--- src/rtl/i2c_target_regfile.sv ---
// rtl/i2c_target_regfile.sv - I2C target exposing a 2^ADDR_W x 8 register file
`timescale 1ns/1ps
module i2c_target_regfile #(
  parameter logic [6:0] DEV_ADDR = 7'h30,
  parameter int         ADDR_W   = 4
) (
  input  logic              clk,
  input  logic              rst,
  input  logic              scl_in,
  input  logic              sda_in,
  output logic              sda_oe,
  input  logic              host_we,
  input  logic [ADDR_W-1:0] host_addr,
  input  logic [7:0]        host_wdata,
  output logic [7:0]        host_rdata,
  output logic              bus_we,
  output logic [ADDR_W-1:0] bus_waddr,
  output logic [7:0]        bus_wdata,
  output logic              busy
);

  localparam int                DEPTH   = 1 << ADDR_W;
  localparam logic [ADDR_W-1:0] PTR_ONE = {{(ADDR_W-1){1'b0}}, 1'b1};

  typedef enum logic [3:0] {
    IDLE, ADDR, ADDR_ACK, PTR, PTR_ACK, WDATA, WDATA_ACK, RDATA, RD_MACK
  } state_t;

  logic [1:0] scl_sync, sda_sync;
  logic       scl_hist, sda_hist;
  logic       scl_s, sda_s;
  logic       scl_rise, scl_fall, start_det, stop_det;

  state_t            state, state_d;
  logic [3:0]        cnt, cnt_d;
  logic [7:0]        shift, shift_d;
  logic [ADDR_W-1:0] ptr, ptr_d;
  logic              sda_oe_d, busy_d, mack, mack_d;
  logic              bus_we_d;
  logic [ADDR_W-1:0] bus_waddr_d;
  logic [7:0]        bus_wdata_d;
  logic              commit;
  logic [7:0]        rd_byte;

  logic [7:0] regs [DEPTH];

  // Idle bus level on reset so that no edge is seen while the flops refill.
  always_ff @(posedge clk) begin
    if (rst) begin
      scl_sync <= 2'b11;
      sda_sync <= 2'b11;
      scl_hist <= 1'b1;
      sda_hist <= 1'b1;
    end else begin
      scl_sync <= {scl_sync[0], scl_in};
      sda_sync <= {sda_sync[0], sda_in};
      scl_hist <= scl_sync[1];
      sda_hist <= sda_sync[1];
    end
  end

  assign scl_s     = scl_sync[1];
  assign sda_s     = sda_sync[1];
  assign scl_rise  = scl_s & ~scl_hist;
  assign scl_fall  = ~scl_s & scl_hist;
  assign start_det = scl_s & sda_hist & ~sda_s;
  assign stop_det  = scl_s & ~sda_hist & sda_s;
  assign rd_byte   = regs[ptr];

  always_ff @(posedge clk) begin
    if (rst) begin
      state     <= IDLE;
      cnt       <= '0;
      shift     <= '0;
      ptr       <= '0;
      sda_oe    <= 1'b0;
      busy      <= 1'b0;
      mack      <= 1'b1;
      bus_we    <= 1'b0;
      bus_waddr <= '0;
      bus_wdata <= '0;
    end else begin
      state     <= state_d;
      cnt       <= cnt_d;
      shift     <= shift_d;
      ptr       <= ptr_d;
      sda_oe    <= sda_oe_d;
      busy      <= busy_d;
      mack      <= mack_d;
      bus_we    <= bus_we_d;
      bus_waddr <= bus_waddr_d;
      bus_wdata <= bus_wdata_d;
    end
  end

  always_comb begin
    state_d     = state;
    cnt_d       = cnt;
    shift_d     = shift;
    ptr_d       = ptr;
    sda_oe_d    = sda_oe;
    busy_d      = busy;
    mack_d      = mack;
    bus_we_d    = 1'b0;
    bus_waddr_d = bus_waddr;
    bus_wdata_d = bus_wdata;
    commit      = 1'b0;

    if (start_det) begin
      state_d  = ADDR;
      cnt_d    = '0;
      sda_oe_d = 1'b0;
    end else if (stop_det) begin
      state_d  = IDLE;
      sda_oe_d = 1'b0;
      busy_d   = 1'b0;
    end else if (scl_rise) begin
      case (state)
        ADDR, PTR, WDATA: begin
          if (cnt != 4'd8) begin
            shift_d = {shift[6:0], sda_s};
            cnt_d   = cnt + 4'd1;
          end
        end
        RD_MACK: mack_d = sda_s;
        default: ;
      endcase
    end else if (scl_fall) begin
      case (state)
        ADDR: begin
          if (cnt == 4'd8) begin
            if (shift[7:1] == DEV_ADDR) begin
              sda_oe_d = 1'b1;
              busy_d   = 1'b1;
              state_d  = ADDR_ACK;
            end else begin
              sda_oe_d = 1'b0;
              busy_d   = 1'b0;
              state_d  = IDLE;
            end
          end
        end
        ADDR_ACK: begin
          if (shift[0]) begin
            shift_d  = rd_byte;
            ptr_d    = ptr + PTR_ONE;
            sda_oe_d = ~rd_byte[7];
            cnt_d    = '0;
            state_d  = RDATA;
          end else begin
            sda_oe_d = 1'b0;
            cnt_d    = '0;
            state_d  = PTR;
          end
        end
        PTR: begin
          if (cnt == 4'd8) begin
            ptr_d    = shift[ADDR_W-1:0];
            sda_oe_d = 1'b1;
            state_d  = PTR_ACK;
          end
        end
        PTR_ACK, WDATA_ACK: begin
          sda_oe_d = 1'b0;
          cnt_d    = '0;
          state_d  = WDATA;
        end
        WDATA: begin
          if (cnt == 4'd8) begin
            commit      = 1'b1;
            bus_we_d    = 1'b1;
            bus_waddr_d = ptr;
            bus_wdata_d = shift;
            ptr_d       = ptr + PTR_ONE;
            sda_oe_d    = 1'b1;
            state_d     = WDATA_ACK;
          end
        end
        RDATA: begin
          // Bit 7 went out on the load; seven more falling edges shift bits 6..0.
          if (cnt == 4'd7) begin
            sda_oe_d = 1'b0;
            mack_d   = 1'b1;
            state_d  = RD_MACK;
          end else begin
            sda_oe_d = ~shift[6];
            shift_d  = {shift[6:0], 1'b0};
            cnt_d    = cnt + 4'd1;
          end
        end
        RD_MACK: begin
          if (!mack) begin
            shift_d  = rd_byte;
            ptr_d    = ptr + PTR_ONE;
            sda_oe_d = ~rd_byte[7];
            cnt_d    = '0;
            state_d  = RDATA;
          end else begin
            sda_oe_d = 1'b0;
            busy_d   = 1'b0;
            state_d  = IDLE;
          end
        end
        default: ;
      endcase
    end
  end

  // Bus write is issued after the host write so it wins on an address clash.
  always_ff @(posedge clk) begin
    if (rst) begin
      for (int i = 0; i < DEPTH; i++) regs[i] <= '0;
      host_rdata <= '0;
    end else begin
      host_rdata <= regs[host_addr];
      if (host_we) regs[host_addr] <= host_wdata;
      if (commit)  regs[ptr] <= shift;
    end
  end

endmodule

--- config.mk ---
export PLATFORM = sky130hd
export DESIGN_NAME = i2c_target_regfile
export DESIGN_NICKNAME = d
export VERILOG_FILES = /design/src/rtl/i2c_target_regfile.sv
export SDC_FILE = /design/constraint.sdc
export NUM_CORES = 1
export LEC_CHECK = 0
export ABC_AREA = 1
export BUFFER_PORTS_ARGS = -buffer_cell sky130_fd_sc_hd__buf_2
export CAP_MARGIN = 40
export CELL_PAD_IN_SITES_DETAIL_PLACEMENT = 0
export CELL_PAD_IN_SITES_GLOBAL_PLACEMENT = 1
export CORE_ASPECT_RATIO = 1.1
export CORE_MARGIN = 4
export CORE_UTILIZATION = 30
export DETAILED_ROUTE_END_ITERATION = 8
export GPL_ROUTABILITY_DRIVEN = 0
export HOLD_SLACK_MARGIN = 0.02
export PLACE_DENSITY = 0.55
export SLEW_MARGIN = 10
export SYNTH_ARGS = -nofsm -noshare
export SYNTH_HDL_FRONTEND = slang
export SYNTH_SLANG_ARGS = --single-unit
export TNS_END_PERCENT = 30
--- constraint.sdc ---
create_clock -name clk -period 5.2 [get_ports clk]
set_clock_uncertainty 0.05 [all_clocks]
set_input_delay 0 -clock clk [delete_from_list [all_inputs] [get_ports clk]]
set_output_delay 0 -clock clk [all_outputs]
set_load 0.1 [all_outputs]
After elaboration in Yosys (flattened, before gate mapping). Memories as Yosys holds them, arrays and structs flattened. A register that Yosys moved wholly into a read port is not among the register bits. Index checks and enable logic that the tools add are counted.

Flip-flop bits (word level): 42. Output and inout bits: 23. Memories kept: 1. Logic and storage cells: 168. Memory bits (writable): 128.

$add $sub $neg: 2. Reduce and logical (&&, ||, !) cells: 30. Equal/unequal tests: 33. Bitwise operators: 15. Mux-type cells: 71.

Memories: regs (words 16, bits a word 8, read ports 2, clocked after memory_dff 2, write ports 16, RTL line 45) `logic [7:0] regs [DEPTH];`.

Operator list (number): $mux 4 (18); $mux 8 (9); $mux 1 (35); $pmux 4 s7 (1); $pmux 8 s3 (1); $reduce_and 7->1 (3); $eq 4x3->1 const B (5); $ne 4x4->1 const B (5); $reduce_and 6->1 (3); $reduce_and 9->1 (2); $pmux 4 s4 (1); $reduce_or 8->1 (2); $ne 3x3->1 const B (5); $ne 2x2->1 const B (6); $pmux 4 s3 (1); $reduce_bool 4->1 (3); $ne 2x1->1 const B (5); $not 1->1 (9); $reduce_bool 9->1 (1); $reduce_or 3->1 (3); $add 4x1->4 const B (2); $eq 4x2->1 const B (2); $eq 4x4->1 const B (2); $reduce_and 8->1 (1); 14 further kinds (26).

Depth between registers and ports, before layout. Gate-level depths: netlist of the first run.

Word-level depth: 12. Gate-level depth with buffers: 13. Mapped depth without buffers: 12.

Least setup slack after synthesis of the first run. OpenSTA, ideal clock, no wires.

Path type: register to register. Start point: register cnt[0]. End point: memory regs[0][0] (enable). Required time: 4.813 ns. Cell stages (with the launch flop): 11. Path slack: 3.088 ns. Buffers on the path: 2. Arrival: 1.726 ns. Setup time: 0.337 ns. Path through: dfxtp_1 inv_1 ha_1 nand2_1 nor2_2 nand3_4 nor3_4 buf_6 nand4_4 buf_6 nand3_1.

RTL lines: start: declaration (RTL line 35) `logic [3:0] cnt, cnt_d;`; start signal: assignment (RTL line 84) `cnt <= cnt_d;`; end: declaration (RTL line 45).

==> impl_metrics.yaml, run 1 <==
logic_synthesis:
  netlist_area_mm2: 0.01076
  synthXorXnorAreaFrac_pct: 0.1627
  synth.distinct_cells: 41
  yosys_warnings: 0
  synth_nets: 1395
  synthesis.area_per_instance_um2: 7.857
  synth-seq-area-share_pct: 45.75
  synthCells: 1370
  muxShareOfSynthArea_pct: 0
  yosys.area_share.adder_pct: 0.9299
  yosys.area_share.simple_pct: 28.93
  synth_top_family_by_area: "simple AND/OR/NAND/NOR gates"
  synth_compound_area_share_pct: 16.92
  ys_seq_elements: 182
setup_path:
  worst_ep_arrival_time_ns: 2.96
  required_ns: 5.26
  cp_max_fo: 17
  crit_type: "reg2reg"
  start_kind: "register"
  end_kind: "register"
final_layout:
  final_common_cell: "nand2_1"
  nFillCells: 3792
  drive_gt1_share_pct: 10.66
  antenna_cells: 0
  fin_cells: 1870
  final_cell_mix: "nand2_1, nand3_1, nor2_1"
  nets: 1401
  area_delta_synth_final_pct: 12.74
  fin_area_mm2: 0.01214
clock_tree:
  h-tree-depth: 4
  clk_latency_ns: 0.46
  cts_tree: "done"
  clock_path_buffers: 2
  cts_hold_buf: 3
  post_cts_resized: 0
  cts.sinks: 182
  clk_pin_slew_ns: 0.08
  root_buffer: "clkbuf_16"
  cts_setup_buffers: 0
  numCtsBuffers: 17
die:
  core_mm2: 0.03531
  initial_core_util_pct: 30.48
  rows: 72
  io_pins: 40
  die_width_um: 188.6
  die-area_mm2: 0.03898
  fp.dieH_um: 206.7
routing:
  vias: 10255
  drt_iter0_drc: 1070
  drc: 0
  routed_wl_um: 45980
  via_per_inst: 5.484
  dr.pass1.iters: 7
  antenna_left: 0
  avgRoutedWirePerCell_um: 24.59
sta:
  rsz0062_at_grt: "no"
  slew-limit-headroom_pct: 43.14
  hold_viol: 0
  fmax_ghz: 0.3452
  min_period_ns: 2.897
  period_share_pct: 55.71
  report.final.slew_viol_count: 0
  setup_viol: 0
  setup_ws_ns: 2.303
  worst_slew_pin_slew_ns: 0.8517
  hold_ws_ns: 0.09178
  tns_ns: 0
power_and_ir_drop:
  powerDensity_mw_per_mm2: 285.3
  p_leak_nw: 4.480
  peakVddDrop_mv: 0.2168
flow_run:
  max_cap_viol_count: 0
place:
  placed_cell_area_mm2: 0.01146
  port_buffers: 39
  hpwl_um: 31740
  pre_cts_ws_ns: 2.371
  dpl.cell_count: 1835
global_route:
  antenna_found_initial: 0
  grt_pass1_vias: 9822
  grt_start_max_net_pins: 48
  grt_use_total_pct: 23.55
  grt_pass1_wl_um: 66990
  gr-total-overflow: 0
worst_hold_path:
  hp-class: "in2reg"
run_status:
  status: "finished, final reports clean"
==> flip-flops by register name, indices dropped and copies added (netlist names), named ones only <==
name	cells
regs	128
bus_wdata	8
host_rdata	8
shift	8
bus_waddr	4
cnt	4
ptr	4
state	4
scl_sync	2
sda_sync	2
bus_we	1
busy	1
mack	1
scl_hist	1
sda_hist	1
sda_oe	1
==> logic make-up (layout without fill, tap and decap cells) <==
family,Yosys count,after routing
compound gates,309,309
fa+ha+maj,8,8
xor+xnor,2,2
flops,182,182
simple gates,676,676
buf+inv,193,212
==> Yosys cell counts (all sizes together) <==
cell type | instances | area share, %
nand3b | 10 | 0.70
nor2 | 162 | 5.9
a22oi | 32 | 2.2
dfxtp | 54 | 10
o31ai | 1 | 0.070
or2 | 4 | 0.23
clkinv | 6 | 0.21
nand3 | 203 | 9.8
ha | 8 | 0.93
buf | 27 | 1.5
xor2 | 1 | 0.081
a21oi | 39 | 1.8
nand2 | 257 | 9.1
xnor2 | 1 | 0.081
and2 | 6 | 0.35
nor3 | 6 | 0.48
nor3b | 1 | 0.070
inv | 106 | 3.7
nand4 | 27 | 2.4
o221ai | 4 | 0.33
o21ai | 180 | 8.8
clkbuf | 54 | 1.9
o211ai | 50 | 3.5
edfxtp | 128 | 36
a31oi | 2 | 0.12
o22ai | 1 | 0.058
==> power by group <==
part           internal [mW]  switching [mW]
Clock                  0.822           0.648
Combinational         0.0735           0.261
Sequential              1.62          0.0419
Total                   2.51           0.951
==> per-layer routing <==
metal  vias up  part of all wire (%)  track usage [%]
met5         -                     0                0
met4         0                   4.0            9.839
met3        94                   6.6            4.003
met2       418                    47            38.93
met1      4966                    43            30.81
li1       4777                     -                -
==> worst paths after layout <==
path / depth (start not counted) / to / from / slack, ns
worst max-delay path: 9 / regs[8][5]$_DFFE_PP_ / cnt[0]$_SDFFE_PP0P_ / 2.30
worst min-delay path: 3 / regs[11][2]$_DFFE_PP_ / host_wdata[2] / 0.09
worst max register to register: 9 / regs[8][5]$_DFFE_PP_ / cnt[0]$_SDFFE_PP0P_ / 2.30
worst min register to register: 1 / sda_sync[1]$_SDFF_PP1_ / sda_sync[0]$_SDFF_PP1_ / 0.37
==> stage by stage <==
step	total power [mW]	util (%)
floorplan	1.874	-
global placement	2.020	32.14
detailed placement	2.019	32.46
CTS	3.482	34.36
global route	3.572	34.36
finish	3.463	34.36
==> worst max-delay path, cell delays in order, from the launching register on <==
cell	delay, ns
dfxtp_1	0.35
inv_1	0.07
ha_1	0.14
nand2_1	0.06
nor2_2	0.21
nand3_4	0.12
nor3_4	0.48
buf_8	0.23
nand4_2	0.33
nand3_1	0.49
==> final cells by class <==
cell class | instances | area [um2] | share of cell area, %
multi-input combinational | 995 | 5056 | 41.66
sequential | 182 | 4927 | 40.60
tap | 481 | 601.8 | 4.959
timing repair buffer | 68 | 488.0 | 4.021
clock buffer | 18 | 429.2 | 3.536
inverter | 112 | 420.4 | 3.464
clock inverter | 14 | 212.7 | 1.753
Power figures use the tool's default switching activity.
==> run 2, diff against run 1 <==
--- a/config.mk
+++ b/config.mk
@@ -16,7 +16,7 @@
 export DETAILED_ROUTE_END_ITERATION = 8
 export GPL_ROUTABILITY_DRIVEN = 0
 export HOLD_SLACK_MARGIN = 0.02
-export PLACE_DENSITY = 0.55
+export PLACE_DENSITY = 0.57
 export SLEW_MARGIN = 10
 export SYNTH_ARGS = -nofsm -noshare
 export SYNTH_HDL_FRONTEND = slang
==> constraint.sdc (replaced) <==
create_clock -name clk -period 2.5 [get_ports clk]
set_clock_uncertainty 0.05 [all_clocks]
set_input_delay 0 -clock clk [delete_from_list [all_inputs] [get_ports clk]]
set_output_delay 0 -clock clk [all_outputs]
set_load 0.1 [all_outputs]
==> run 2 against run 1 <==
Net effect:
- register-to-register slack worse by 2.1 ns
- combinational power up 120%
- first-iteration DRC count is 1.6% higher
- critical endpoint is now regs[8][2]$_DFFE_PP_
- wire length is 0.52% lower
- total power grew 100%
- highest routed layer unchanged
- die area is the same
- cell count increased by 2.8%
- global-route usage shrank 0.25 points
==> impl_metrics.yaml, run 2 (synthesis gave the netlist of run 1 again) <==
sta:
  fmax_ghz: 0.4436
  period_share_pct: 90.18
  min_period_ns: 2.254
  setup_ws_ns: 0.2456
  setup_viol: 0
  hold_viol: 0
  tns_ns: 0
  worst_slew_pin_slew_ns: 0.6500
  rsz0062_at_grt: "no"
  report.final.slew_viol_count: 0
  slew-limit-headroom_pct: 56.40
routing:
  vias: 10401
  routed_wl_um: 45740
  avgRoutedWirePerCell_um: 23.79
  via_per_inst: 5.409
  dr.pass1.iters: 6
  drc: 0
  antenna_left: 0
  drt_iter0_drc: 1087
final_layout:
  nets: 1454
  register_area_mm2: 0.004927
  nFillCells: 3810
  multi_input_area_mm2: 0.005064
  final_common_cell: "nand2_1"
  final_cell_mix: "nand2_1, nand3_1, nor2_1"
  largest_reg_flops: 128
  area_delta_synth_final_pct: 15.98
  top_register: "regs"
  drive_gt1_share_pct: 13.94
  antenna_cells: 0
place:
  port_buffers: 39
  hpwl_um: 32250
  pre_cts_ws_ns: 0.2289
run_status:
  status: "finished, final reports clean"
power_and_ir_drop:
  peakVddDrop_mv: 0.4490
  p_leak_nw: 4.704
  finalPower_mw: 7.009
  powerDensity_mw_per_mm2: 561.4
setup_path:
  r2r_slack_ns: 0.25
  crit_type: "reg2reg"
  start_kind: "register"
  cp_max_fo: 12
  required_ns: 2.57
  worst_ep_arrival_time_ns: 2.32
  end_kind: "register"
clock_tree:
  clock_path_buffers: 2
  h-tree-depth: 4
  clk_latency_ns: 0.46
  cts_setup_buffers: 0
  cts.sinks: 182
  root_buffer: "clkbuf_16"
  numCtsBuffers: 17
  clk_pin_slew_ns: 0.08
  cts_tree: "done"
die:
  fp.dieH_um: 206.7
  rows: 72
  io_pins: 40
  die_width_um: 188.6
  die-area_mm2: 0.03898
  core_mm2: 0.03531
  initial_core_util_pct: 30.48
global_route:
  antenna_found_initial: 0
  grt_start_max_net_pins: 82
  grt_pass1_wl_um: 66510
  gr-total-overflow: 0
  grt_use_total_pct: 23.30
  grt_pass1_vias: 9765
flow_run:
  max_cap_viol_count: 0
worst_hold_path:
  hp-class: "in2reg"
-- run 2: final timing paths --
| check | from | endpoint | depth (start not counted) |
|---|---|---|---|
| max | cnt[0]$_SDFFE_PP0P_ | regs[8][2]$_DFFE_PP_ | 9 |
| min | host_wdata[6] | regs[11][6]$_DFFE_PP_ | 3 |
| max reg2reg | cnt[0]$_SDFFE_PP0P_ | regs[8][2]$_DFFE_PP_ | 9 |
| min reg2reg | sda_sync[0]$_SDFF_PP1_ | sda_sync[1]$_SDFF_PP1_ | 1 |
-- run 2: cell type report --
cell class	instances	share of cell area, %
inverter	112	3.367
sequential	182	39.47
timing repair buffer	121	7.035
tap	481	4.821
multi-input combinational	995	40.56
clock inverter	12	0.8819
clock buffer	20	3.869
-- run 2: per-stage QoR --
stage	instance area (um2)	cells	util [%]	hold WS [ns]
after CTS	12480	1923	35.33	0.07317
after floorplan	10760	1370	-	0.05381
final	12480	1923	35.35	0.09928
after detailed placement	11810	1884	33.45	0.1388
after global placement	11810	1884	33.45	0.1407
after global routing	12480	1923	35.35	0.07552
-- run 2: critical path: stages (launching register included) --
cell and delay (ns):
dfxtp_1 0.35, inv_1 0.07, ha_1 0.13, nand2_1 0.06, nor2_2 0.18, nand3_4 0.12
nor3_4 0.20, buf_12 0.19, nand4_2 0.19, nand3_1 0.38
-- run 2: layer usage --
layer | wire length [um] | share of wire [%] | track usage [%]
met3 | 2609 | 5.7 | 2.943
met5 | 0 | 0 | 0
met4 | 1501 | 3.3 | 8.824
met1 | 20180 | 44 | 31.42
met2 | 21450 | 47 | 38.61
-- run 2: report_power, final --
part / internal, mW / leakage [nW] / switching [mW]
Combinational: 0.179 / 2.75 / 0.561
Sequential: 3.36 / 1.66 / 0.0881
Clock: 1.51 / 0.296 / 1.30
-- run 2: repair_timing --
item,4_1_cts,5_1_grt
gates resized for setup,0,3
endpoints found under the setup margin,0,20
hold buffers,7,0
endpoints found under the hold margin,22,0
==> run 3, diff against run 2 <==
--- a/config.mk
+++ b/config.mk
@@ -12,11 +12,12 @@
 export CELL_PAD_IN_SITES_GLOBAL_PLACEMENT = 1
 export CORE_ASPECT_RATIO = 1.1
 export CORE_MARGIN = 4
-export CORE_UTILIZATION = 30
+export CORE_UTILIZATION = 43
 export DETAILED_ROUTE_END_ITERATION = 8
 export GPL_ROUTABILITY_DRIVEN = 0
 export HOLD_SLACK_MARGIN = 0.02
-export PLACE_DENSITY = 0.57
+export PLACE_DENSITY = 0.77
+export RECOVER_POWER = 25
 export SLEW_MARGIN = 10
 export SYNTH_ARGS = -nofsm -noshare
 export SYNTH_HDL_FRONTEND = slang
==> run 3 against run 2 <==
Net effect:
- wire length fell by 11%
- fmax down 3.1%
- setup slack worse by 0.073 ns
- combinational power shrank 7.0%
- critical path depth rose by 1
- clock-buffer cell count decreased by 3
- sequential power about the same
- cell count down 9.2%
==> impl_metrics.yaml, run 3 (synthesis gave the netlist of run 1 again) <==
clock_tree:
  root_buffer: "clkbuf_16"
  clock_path_buffers: 2
  h-tree-depth: 4
  cts.sinks: 182
  clk_latency_ns: 0.45
  numCtsBuffers: 17
  cts_tree: "done"
  clk_pin_slew_ns: 0.08
final_layout:
  area_delta_synth_final_pct: 12.51
  antenna_cells: 0
  largest_reg_flops: 128
  final_cell_mix: "nand2_1, nand3_1, nor2_1"
  fin_cells: 1746
  final_common_cell: "nand2_1"
  nets: 1448
  nFillCells: 2388
  drive_gt1_share_pct: 11.00
  top_register: "regs"
setup_path:
  cpLargestDelayFamily: "simple AND/OR/NAND/NOR gates"
  crit_type: "reg2reg"
  r2r-start: "sda_sync[1]$_SDFF_PP1_"
  start_kind: "register"
  crit_top_cell: "nand2_1"
  r2r_slack_ns: 0.17
  crit_buf_inv: 3
  cp_cell_sequence: "inv_1 -> nand3_1 -> nand2_2 -> inv_2 -> nand2_1 -> inv_2 -> nand3_4 -> nor2_2 -> nand2_1 -> nand2_1"
  timing.rr.end: "regs[15][3]$_DFFE_PP_"
  required_ns: 2.57
  worst_ep_arrival_time_ns: 2.40
  r2r_cells: 10
  critPathMaxStageDelay_ns: 0.36
  cp_max_fo: 10
  end_kind: "register"
  crit_slowest_cell: "dfxtp_1"
power_and_ir_drop:
  internal_power_mw: 4.865
  p_clk_share_pct: 39.7
  sw_frac_of_total_pct: 29.06
  power_switching_mw: 1.994
  peakVddDrop_mv: 0.3959
  powerDensity_mw_per_mm2: 566.4
  p_leak_nw: 4.526
  comb_power_share_pct: 10.0
  seqPwrFrac_pct: 50.3
flow_run:
  max_cap_viol_count: 0
global_route:
  grt_pass1_wl_um: 60390
  antenna_found_initial: 0
  gr-total-overflow: 0
  grt_use_total_pct: 28.80
  grt_pass1_vias: 9777
  grt_start_max_net_pins: 82
sta:
  rsz0062_at_grt: "no"
  fmax_ghz: 0.4298
  setup_ws_ns: 0.1731
  hold_viol: 0
  setup_viol: 0
  report.final.slew_viol_count: 0
  period_share_pct: 93.08
  worst_slew_pin_slew_ns: 1.181
  slew-limit-headroom_pct: 21.57
  min_period_ns: 2.327
  tns_ns: 0
place:
  hpwl_um: 28100
  port_buffers: 39
  dpl.cell_count: 1707
  pre_cts_ws_ns: 0.2148
worst_hold_path:
  hold_end: "regs[3][6]$_DFFE_PP_"
  holdPathStages: 3
  worstHoldStart: "host_wdata[6]"
  hp-class: "in2reg"
routing:
  avgRoutedWirePerCell_um: 23.31
  antenna_left: 0
  via_per_inst: 6.022
  dr.pass1.iters: 7
  drt_iter0_drc: 1474
  drc: 0
  routed_wl_um: 40700
  vias: 10514
die:
  fp.dieH_um: 173.9
  io_pins: 40
  die-area_mm2: 0.02763
  initial_core_util_pct: 43.85
  die_width_um: 158.9
  rows: 60
  core_mm2: 0.02455
run_status:
  status: "finished, final reports clean"
## run 3: changes by cell type in the layout (fill, tap and decap cells not counted), sizes merged
cell	delta
buf	-37
bufinv	-1
clkbuf	+30
clkinv	+1
dlygate4sd3	-2
inv	+3
## run 3: worst max path at each step
stage / from / end / cells past startpoint
2_1_floorplan: cnt[0]$_SDFFE_PP0P_ / regs[0][0]$_DFFE_PP_ / 10
3_3_place_gp: cnt[0]$_SDFFE_PP0P_ / regs[15][0]$_DFFE_PP_ / 10
3_5_place_dp: sda_sync[1]$_SDFF_PP1_ / regs[15][6]$_DFFE_PP_ / 10
4_1_cts: sda_sync[1]$_SDFF_PP1_ / regs[11][7]$_DFFE_PP_ / 10
5_1_grt: sda_sync[1]$_SDFF_PP1_ / regs[15][4]$_DFFE_PP_ / 10
6_report: sda_sync[1]$_SDFF_PP1_ / regs[15][3]$_DFFE_PP_ / 10
## run 3: cell type report
class	instances	area [um2]	share of cell area, %
timing repair buffer	115	783.3	6.468
clock buffer	17	425.4	3.513
tap	310	387.9	3.203
sequential	182	4926	40.68
multi-input combinational	995	5007	41.35
inverter	112	420.4	3.471
clock inverter	15	160.2	1.322
## run 3: through the flow
step	util [%]	total power, mW	area (um2)	hold WS, ns
floorplan	-	3.899	10760	0.05381
global placement	47.12	4.178	11570	0.1368
detailed placement	47.12	4.179	11570	0.1421
CTS	49.70	6.858	12200	0.06980
global route	49.33	7.037	12110	0.08426
finish	49.33	6.859	12110	0.09891
## run 3: power groups by stage
stage	clock, mW	combinational (mW)	sequential (mW)
global placement	0	0.668	3.51
detailed placement	0	0.667	3.51
floorplan	0	0.341	3.56
finish	2.72	0.689	3.45
CTS	2.74	0.675	3.44
global route	2.86	0.722	3.46
## run 3: routing by layer
layer / part of all wire, % / GRT usage [%] / vias up
met5: 0 / 0 / -
met4: 5.2 / 14.18 / 0
met3: 10 / 5.312 / 122
met2: 45 / 46.12 / 669
met1: 39 / 37.75 / 4840
li1: - / - / 4883
## run 3: timing repair
item / in CTS / in global routing
setup buffers: 0 / 2
hold buffers: 5 / 0
setup endpoints to repair: 0 / 12
resized for setup: 0 / 1
endpoints found under the hold margin: 18 / 0
## run 3: tightest hold or removal path, stage by stage
cell and delay, ns:
buf_2 0.24, nand3_1 0.14, nand2_1 0.05
